File: config.mk
export PLATFORM = sky130hd
export DESIGN_NAME = uart_rx
export DESIGN_NICKNAME = d
export VERILOG_FILES = /design/src/rtl/uart_rx.sv
export SDC_FILE = /design/constraint.sdc
export NUM_CORES = 1
export LEC_CHECK = 0
export CAP_MARGIN = 20
export CORE_MARGIN = 2
export CORE_UTILIZATION = 47
export DETAILED_ROUTE_END_ITERATION = 16
export PLACE_DENSITY = 0.77
export SLEW_MARGIN = 20
export SYNTH_ARGS = -nofsm -noshare
export SYNTH_HDL_FRONTEND = slang
export SYNTH_SLANG_ARGS = --single-unit
export TNS_END_PERCENT = 1
File: constraint.sdc
create_clock -name clk -period 5.5 [get_ports clk]
set_clock_uncertainty 0.2 [all_clocks]
set_input_delay 0.55 -clock clk [delete_from_list [all_inputs] [get_ports clk]]
set_output_delay 0.55 -clock clk [all_outputs]
set_load 0.01 [all_outputs]
File: src/rtl/uart_rx.sv
// 8N1 UART receiver with mid-bit sampling, 2-flop input synchronizer and registered pulse outputs.
// Optional even parity bit after bit 7 when UART_RX_PARITY_EN is defined.
module uart_rx #(
    parameter int unsigned CLKS_PER_BIT = 868
) (
    input  logic       clk,
    input  logic       rst,
    input  logic       rx_in,
    output logic [7:0] byte_out,
    output logic       valid_out,
    output logic       frame_err,
    output logic       parity_err
);

    localparam int unsigned CNT_W = $clog2(CLKS_PER_BIT) + 1;
    localparam logic [CNT_W-1:0] HALF_LAST = CNT_W'(CLKS_PER_BIT / 2 - 1);
    localparam logic [CNT_W-1:0] BIT_LAST  = CNT_W'(CLKS_PER_BIT - 1);

    typedef enum logic [2:0] {
        IDLE,
        START,
        DATA,
`ifdef UART_RX_PARITY_EN
        PARITY,
`endif
        STOP,
        WAIT_HIGH
    } state_e;

    state_e           state_q, state_d;
    logic             sync1_q, sync2_q;
    logic [CNT_W-1:0] cnt_q, cnt_d;
    logic [2:0]       idx_q, idx_d;
    logic [7:0]       shift_q, shift_d;
    logic [7:0]       byte_q, byte_d;
    logic             valid_q, valid_d;
    logic             ferr_q, ferr_d;
    logic             rx_s;
    logic             bit_done;

    assign rx_s     = sync2_q;
    assign bit_done = (cnt_q == BIT_LAST);

`ifdef UART_RX_PARITY_EN
    logic pbad_q, pbad_d;
    logic perr_q, perr_d;
`endif

    // Input synchronizer; idles high so reset cannot fake a start bit.
    always_ff @(posedge clk) begin
        if (rst) begin
            sync1_q <= 1'b1;
            sync2_q <= 1'b1;
        end else begin
            sync1_q <= rx_in;
            sync2_q <= sync1_q;
        end
    end

    always_ff @(posedge clk) begin
        if (rst) begin
            state_q <= IDLE;
            cnt_q   <= '0;
            idx_q   <= '0;
            shift_q <= '0;
            byte_q  <= '0;
            valid_q <= 1'b0;
            ferr_q  <= 1'b0;
`ifdef UART_RX_PARITY_EN
            pbad_q  <= 1'b0;
            perr_q  <= 1'b0;
`endif
        end else begin
            state_q <= state_d;
            cnt_q   <= cnt_d;
            idx_q   <= idx_d;
            shift_q <= shift_d;
            byte_q  <= byte_d;
            valid_q <= valid_d;
            ferr_q  <= ferr_d;
`ifdef UART_RX_PARITY_EN
            pbad_q  <= pbad_d;
            perr_q  <= perr_d;
`endif
        end
    end

    // Next-state and pulse generation; every sample point clears the baud counter.
    always_comb begin
        state_d = state_q;
        cnt_d   = cnt_q;
        idx_d   = idx_q;
        shift_d = shift_q;
        byte_d  = byte_q;
        valid_d = 1'b0;
        ferr_d  = 1'b0;
`ifdef UART_RX_PARITY_EN
        pbad_d  = pbad_q;
        perr_d  = 1'b0;
`endif
        case (state_q)
            IDLE: begin
                cnt_d = '0;
                if (!rx_s) begin
                    idx_d   = '0;
                    state_d = START;
                end
            end
            START: begin
                if (cnt_q == HALF_LAST) begin
                    cnt_d   = '0;
                    // A high mid-start sample means the low was only a glitch.
                    state_d = rx_s ? IDLE : DATA;
                end else begin
                    cnt_d = cnt_q + CNT_W'(1);
                end
            end
            DATA: begin
                if (bit_done) begin
                    cnt_d          = '0;
                    shift_d[idx_q] = rx_s;
                    idx_d          = idx_q + 3'd1;
                    if (idx_q == 3'd7) begin
`ifdef UART_RX_PARITY_EN
                        state_d = PARITY;
`else
                        state_d = STOP;
`endif
                    end
                end else begin
                    cnt_d = cnt_q + CNT_W'(1);
                end
            end
`ifdef UART_RX_PARITY_EN
            PARITY: begin
                if (bit_done) begin
                    cnt_d   = '0;
                    pbad_d  = rx_s ^ (^shift_q);
                    state_d = STOP;
                end else begin
                    cnt_d = cnt_q + CNT_W'(1);
                end
            end
`endif
            STOP: begin
                if (bit_done) begin
                    cnt_d = '0;
                    if (rx_s) begin
                        state_d = IDLE;
`ifdef UART_RX_PARITY_EN
                        if (pbad_q) begin
                            perr_d = 1'b1;
                        end else begin
                            valid_d = 1'b1;
                            byte_d  = shift_q;
                        end
`else
                        valid_d = 1'b1;
                        byte_d  = shift_q;
`endif
                    end else begin
                        ferr_d  = 1'b1;
                        state_d = WAIT_HIGH;
                    end
                end else begin
                    cnt_d = cnt_q + CNT_W'(1);
                end
            end
            WAIT_HIGH: begin
                cnt_d = '0;
                if (rx_s) begin
                    state_d = IDLE;
                end
            end
            default: begin
                cnt_d   = '0;
                state_d = IDLE;
            end
        endcase
    end

    assign byte_out  = byte_q;
    assign valid_out = valid_q;
    assign frame_err = ferr_q;
`ifdef UART_RX_PARITY_EN
    assign parity_err = perr_q;
`else
    assign parity_err = 1'b0;
`endif

endmodule

# Word level (Yosys, flattened, before mapping)
# Index checks and enable logic that the tools add are counted.
[word_totals]
regBits = 37
inputBits = 3
[classes]
add_sub_neg = 2
n_lt_le_gt_ge = 2
n_eq_ne = 13
n_mux = 20
bitwise_logic = 2
n_reduce_logical = 9
[ops]
columns = ["op", "count"]
rows = [
  ["$mux 3", 9],
  ["$mux 11", 2],
  ["$pmux 11 s2", 1],
  ["$pmux 3 s5", 1],
  ["$ne 2x2->1 const B", 6],
  ["$add 11x1->11 const B", 1],
  ["$eq 11x10->1 const B", 1],
  ["$eq 11x9->1 const B", 1],
  ["$bwmux 8", 1],
  ["$eq 3x2->1 const B", 2],
  ["$eq 3x3->1 const B", 2],
  ["$pmux 3 s2", 1],
  ["$reduce_and 3->1", 2],
  ["$reduce_and 6->1", 1],
  ["$lt 3x4->1 const B", 1],
  ["$add 3x1->3 const B", 1],
  ["$demux 1 s3", 1],
  ["$eq 3x1->1 const B", 1],
  ["$ge 3x1->1 const B", 1],
  ["$logic_not 3->1", 1],
  ["$mux 1", 3],
  ["$reduce_or 3->1", 1],
  ["$mux 2", 1],
  ["$not 1->1", 2],
  ["other kinds (4)", 4],
]

# Logic depth before layout (Yosys ltp)
[logic_depth]
word_depth = 5
depth_mapped = 7

# Worst setup path after synthesis
# Ideal clock, no wire load.
[synth_path]
kind = "reg2reg"
start = "reg cnt_q[0]"
end = "reg idx_q[2]"
t_arrival_ns = 1.679
slack_ns = 3.489
path_stages_with_launch = 8
period_less_slack_ns = 2.011
path_cell_list = "dfxtp_1 > ha_1 > inv_1 > or4_4 > buf_6 > clkbuf_1 > o211ai_1 > a21oi_1"
[synth_between]
elab_chain_cells = 3
[synth_lines]
columns = ["element", "line_no", "source"]
rows = [
  ["from (decl)", "32", "logic [CNT_W-1:0] cnt_q, cnt_d;"],
  ["from (signal assigned)", "75", "cnt_q <= cnt_d;"],
  ["$eq 11x10->1", "42", "assign bit_done = (cnt_q == BIT_LAST);"],
  ["$ne 2x2->1 (no source line)", "-", ""],
  ["$reduce_and 3->1 (no source line)", "-", ""],
  ["to (signal assigned)", "76", "idx_q <= idx_d;"],
  ["to (decl)", "33", "logic [2:0] idx_q, idx_d;"],
]
# Every way passes these cells.
# A chain may end at the register's enable or synchronous reset.

# Final worst setup path
[layout_path]
start = "reg cnt_q[0]"
end = "reg shift_q[7]"
[layout_between]
elab_chain_cells = 2
[layout_lines]
columns = ["element", "line_no", "source"]
rows = [
  ["$eq 11x10->1", "42", ""],
  ["$reduce_and 2->1 (no source line)", "-", ""],
  ["to (signal assigned)", "77", "shift_q <= shift_d;"],
  ["to (decl)", "34", "logic [7:0] shift_q, shift_d;"],
]
# Every way passes these cells.

==> reports/qor.txt <==
Max_cap viols: 0
RSZ-0062 raised after global routing: no
Clk slew on worst S/H paths: 0.12 ns
Postcts setup bufs: 0
I/O pins: 14
Crit end category: flop
Initial Util: 49.7%
I/O Buffers: 12
Core Rows: 21
Asr flop ratio synth: 0%
Post-Synthesis Cells: 203
Post-DP HPWL: 2.14 mm
Vert. Die Dim: 64.1 um
Vias per cell: 5.62
Setup violations, final: 0
Final Hold Fails: 0
WHS: 0.223 ns
Status: completed
Worst vdd ir: 0.147 mV
Sink Count: 37
EDFF count, synth: 0
First-pass GRT wire length: 5.73 mm
Ys flop type: dfxtp_1
Critical path launch point type: flop
Fin cells: 255
Leak: 0.595 nW
Diode count: 0
GRT Overall Usage: 17.7%
Die footprint: 4110 sq um
DRC violations left: 0
Slew HR: 39.0%
Pwr Total: 0.000471 W
Mapped Avg Cell Area: 8.36 sq um
Vias in the first global route: 1234
Placed Cells: 247
Largest net degree at the start of global routing: 29
Post-CTS Resized: 0
Via count: 1432
WP data required: 5.57 ns
Critical path class: reg2reg
Die width: 64.1 um
Post-synthesis cell area: 1700 sq um
H-tree lvl count: 2
Seq/Total Area, Yosys: 43.6%
Final Cycle Share: 42.2%
Core area: 3420 sq um
TNS Setup: 0 ns
Pwr dens: 247 nW/um^2
WL final: 3.26 mm
Inserted Clock Buffers: 5
Crit Path Max Fanout: 28
Antenna Nets Post-Route: 0
Syn nets: 210
Setup slack, reg-to-reg: 3.18 ns
TritonCTS clock tree: yes
Nets: 215
Fraction of layout cells with a size suffix above 1: 7.66%
Max-slew violations: 0
Hold crit path type: reg2reg
Hold-fix buffers, CTS: 0
Placer Congestion: 0.788
Fmax: 0.431 GHz
Clock Path Buffers: 2
Crit path arrival time: 2.39 ns
Yosys reg bits: 37
CTS root buf: clkbuf_4
Clock Latency Late Sink: 0.35 ns
Length of the first detailed-routing pass in iterations: 6
Initial detailed-routing violation count: 101
Initial antenna violation count: 0
GRT overflow: 0
Tmin final: 2.32 ns
Tightest Pin Transition: 0.912 ns
Routed length per instance: 12.8 um
Area grow syn2layout: 12.6%
YS warnings: 0
Synth cell types: 39
cell usage after synthesis, types with 4 or more instances:
cell,number,area (sq um)
clkbuf_1,9,33.8
nor2_1,17,63.8
nand2_1,14,52.6
nand3_1,14,70.1
dfxtp_1,37,741
nor3_1,6,30.0
inv_1,5,18.8
nand4_1,5,31.3
ha_1,4,50.1
xnor2_1,4,35.0
a21oi_1,19,95.1
xor2_1,5,43.8
o21ai_0,19,95.1
or3_1,8,50.1
critical path, stage by stage (launching register included):
cell     delay [ns]
dfxtp_1        0.42
ha_1           0.25
inv_1          0.12
or4_4          0.68
or3_1          0.41
a21oi_1        0.16
final timing paths:
check	start	end	cells after the start
worst min-delay path	sync1_q$_SDFF_PP1_	rx_s$_SDFF_PP1_	1
worst max-delay path	cnt_q[0]$_SDFF_PP0_	shift_q[7]$_SDFFE_PP0P_	5
worst min register to register	sync1_q$_SDFF_PP1_	rx_s$_SDFF_PP1_	1
worst max register to register	cnt_q[0]$_SDFF_PP0_	shift_q[7]$_SDFFE_PP0P_	5
layout by cell type, fill, tap and decap left out, drive strengths merged, types with 2 or more instances in the layout:
cell           synthesis  final
or2                    2      2
xor2                   5      5
nor3                   6      6
nand2                 14     14
o211ai                 2      2
nor4                   2      2
or3                    8      8
or4                    3      3
and3                   3      3
xnor2                  4      4
ha                     4      4
o21a                   2      2
inv                    5      5
nor2b                  3      3
dfxtp                 37     37
clkbuf                 9      5
nand4bb                2      2
a21oi                 19     19
o21ai                 19     19
nor2                  17     17
o31ai                  2      2
nand3                 14     14
nand4                  5      5
clkdlybuf4s50          0     12
cell type report:
class / instances / area [sq um]
clock buffer: 5 / 37.5
clock inverter: 3 / 46.3
fill: 331 / 1500
inverter: 5 / 18.8
multi-input combinational: 147 / 891
sequential: 37 / 741
tap: 46 / 57.6
timing repair buffer: 12 / 120
layer usage:
| metal | global-route usage (%) | wire length, um | up-vias |
|---|---|---|---|
| met3 | 5.28 | 133 | 5 |
| met5 | 0 | 0 | - |
| met1 | 23.4 | 1600 | 667 |
| met4 | 7.18 | 61 | 0 |
| met2 | 26.8 | 1470 | 31 |
| li1 | - | - | 729 |
through the flow:
step / area (sq um) / utilization (%) / setup WS [ns]
2_1_floorplan: 1700 / - / 3.49
3_3_place_gp: 1810 / 53.1 / 2.99
3_5_place_dp: 1820 / 53.3 / 2.99
4_1_cts: 1900 / 55.7 / 2.97
5_1_grt: 1910 / 56.0 / 3.08
6_report: 1910 / 56.0 / 3.18
cells by family after synthesis:
kind of cell             after synthesis  share of synthesized area (%)
flip-flops                            37                           43.6
adder cells (fa/ha/maj)                4                           2.95
AO/OA/AOI/OAI                         48                           16.0
buffers and inverters                 19                           5.08
XOR/XNOR                               9                           4.64
multiplexers                           1                          0.590
AND/OR/NAND/NOR                       84                           26.9
other                                  1                          0.221
state kept, by name (all words and copies together) (netlist names):
register,cells
byte_out,8
cnt_q,11
frame_err,1
idx_q,3
rx_s,1
shift_q,8
state_q,3
sync1_q,1
valid_out,1
power breakdown:
group / leakage [nW] / switching (W) / internal [W]
registers: 0.298 / 0.00000122 / 0.000269
logic: 0.256 / 0.00000623 / 0.00000317
clock network: 0.0414 / 0.0000959 / 0.0000962
(Power assumes the default switching activity.)
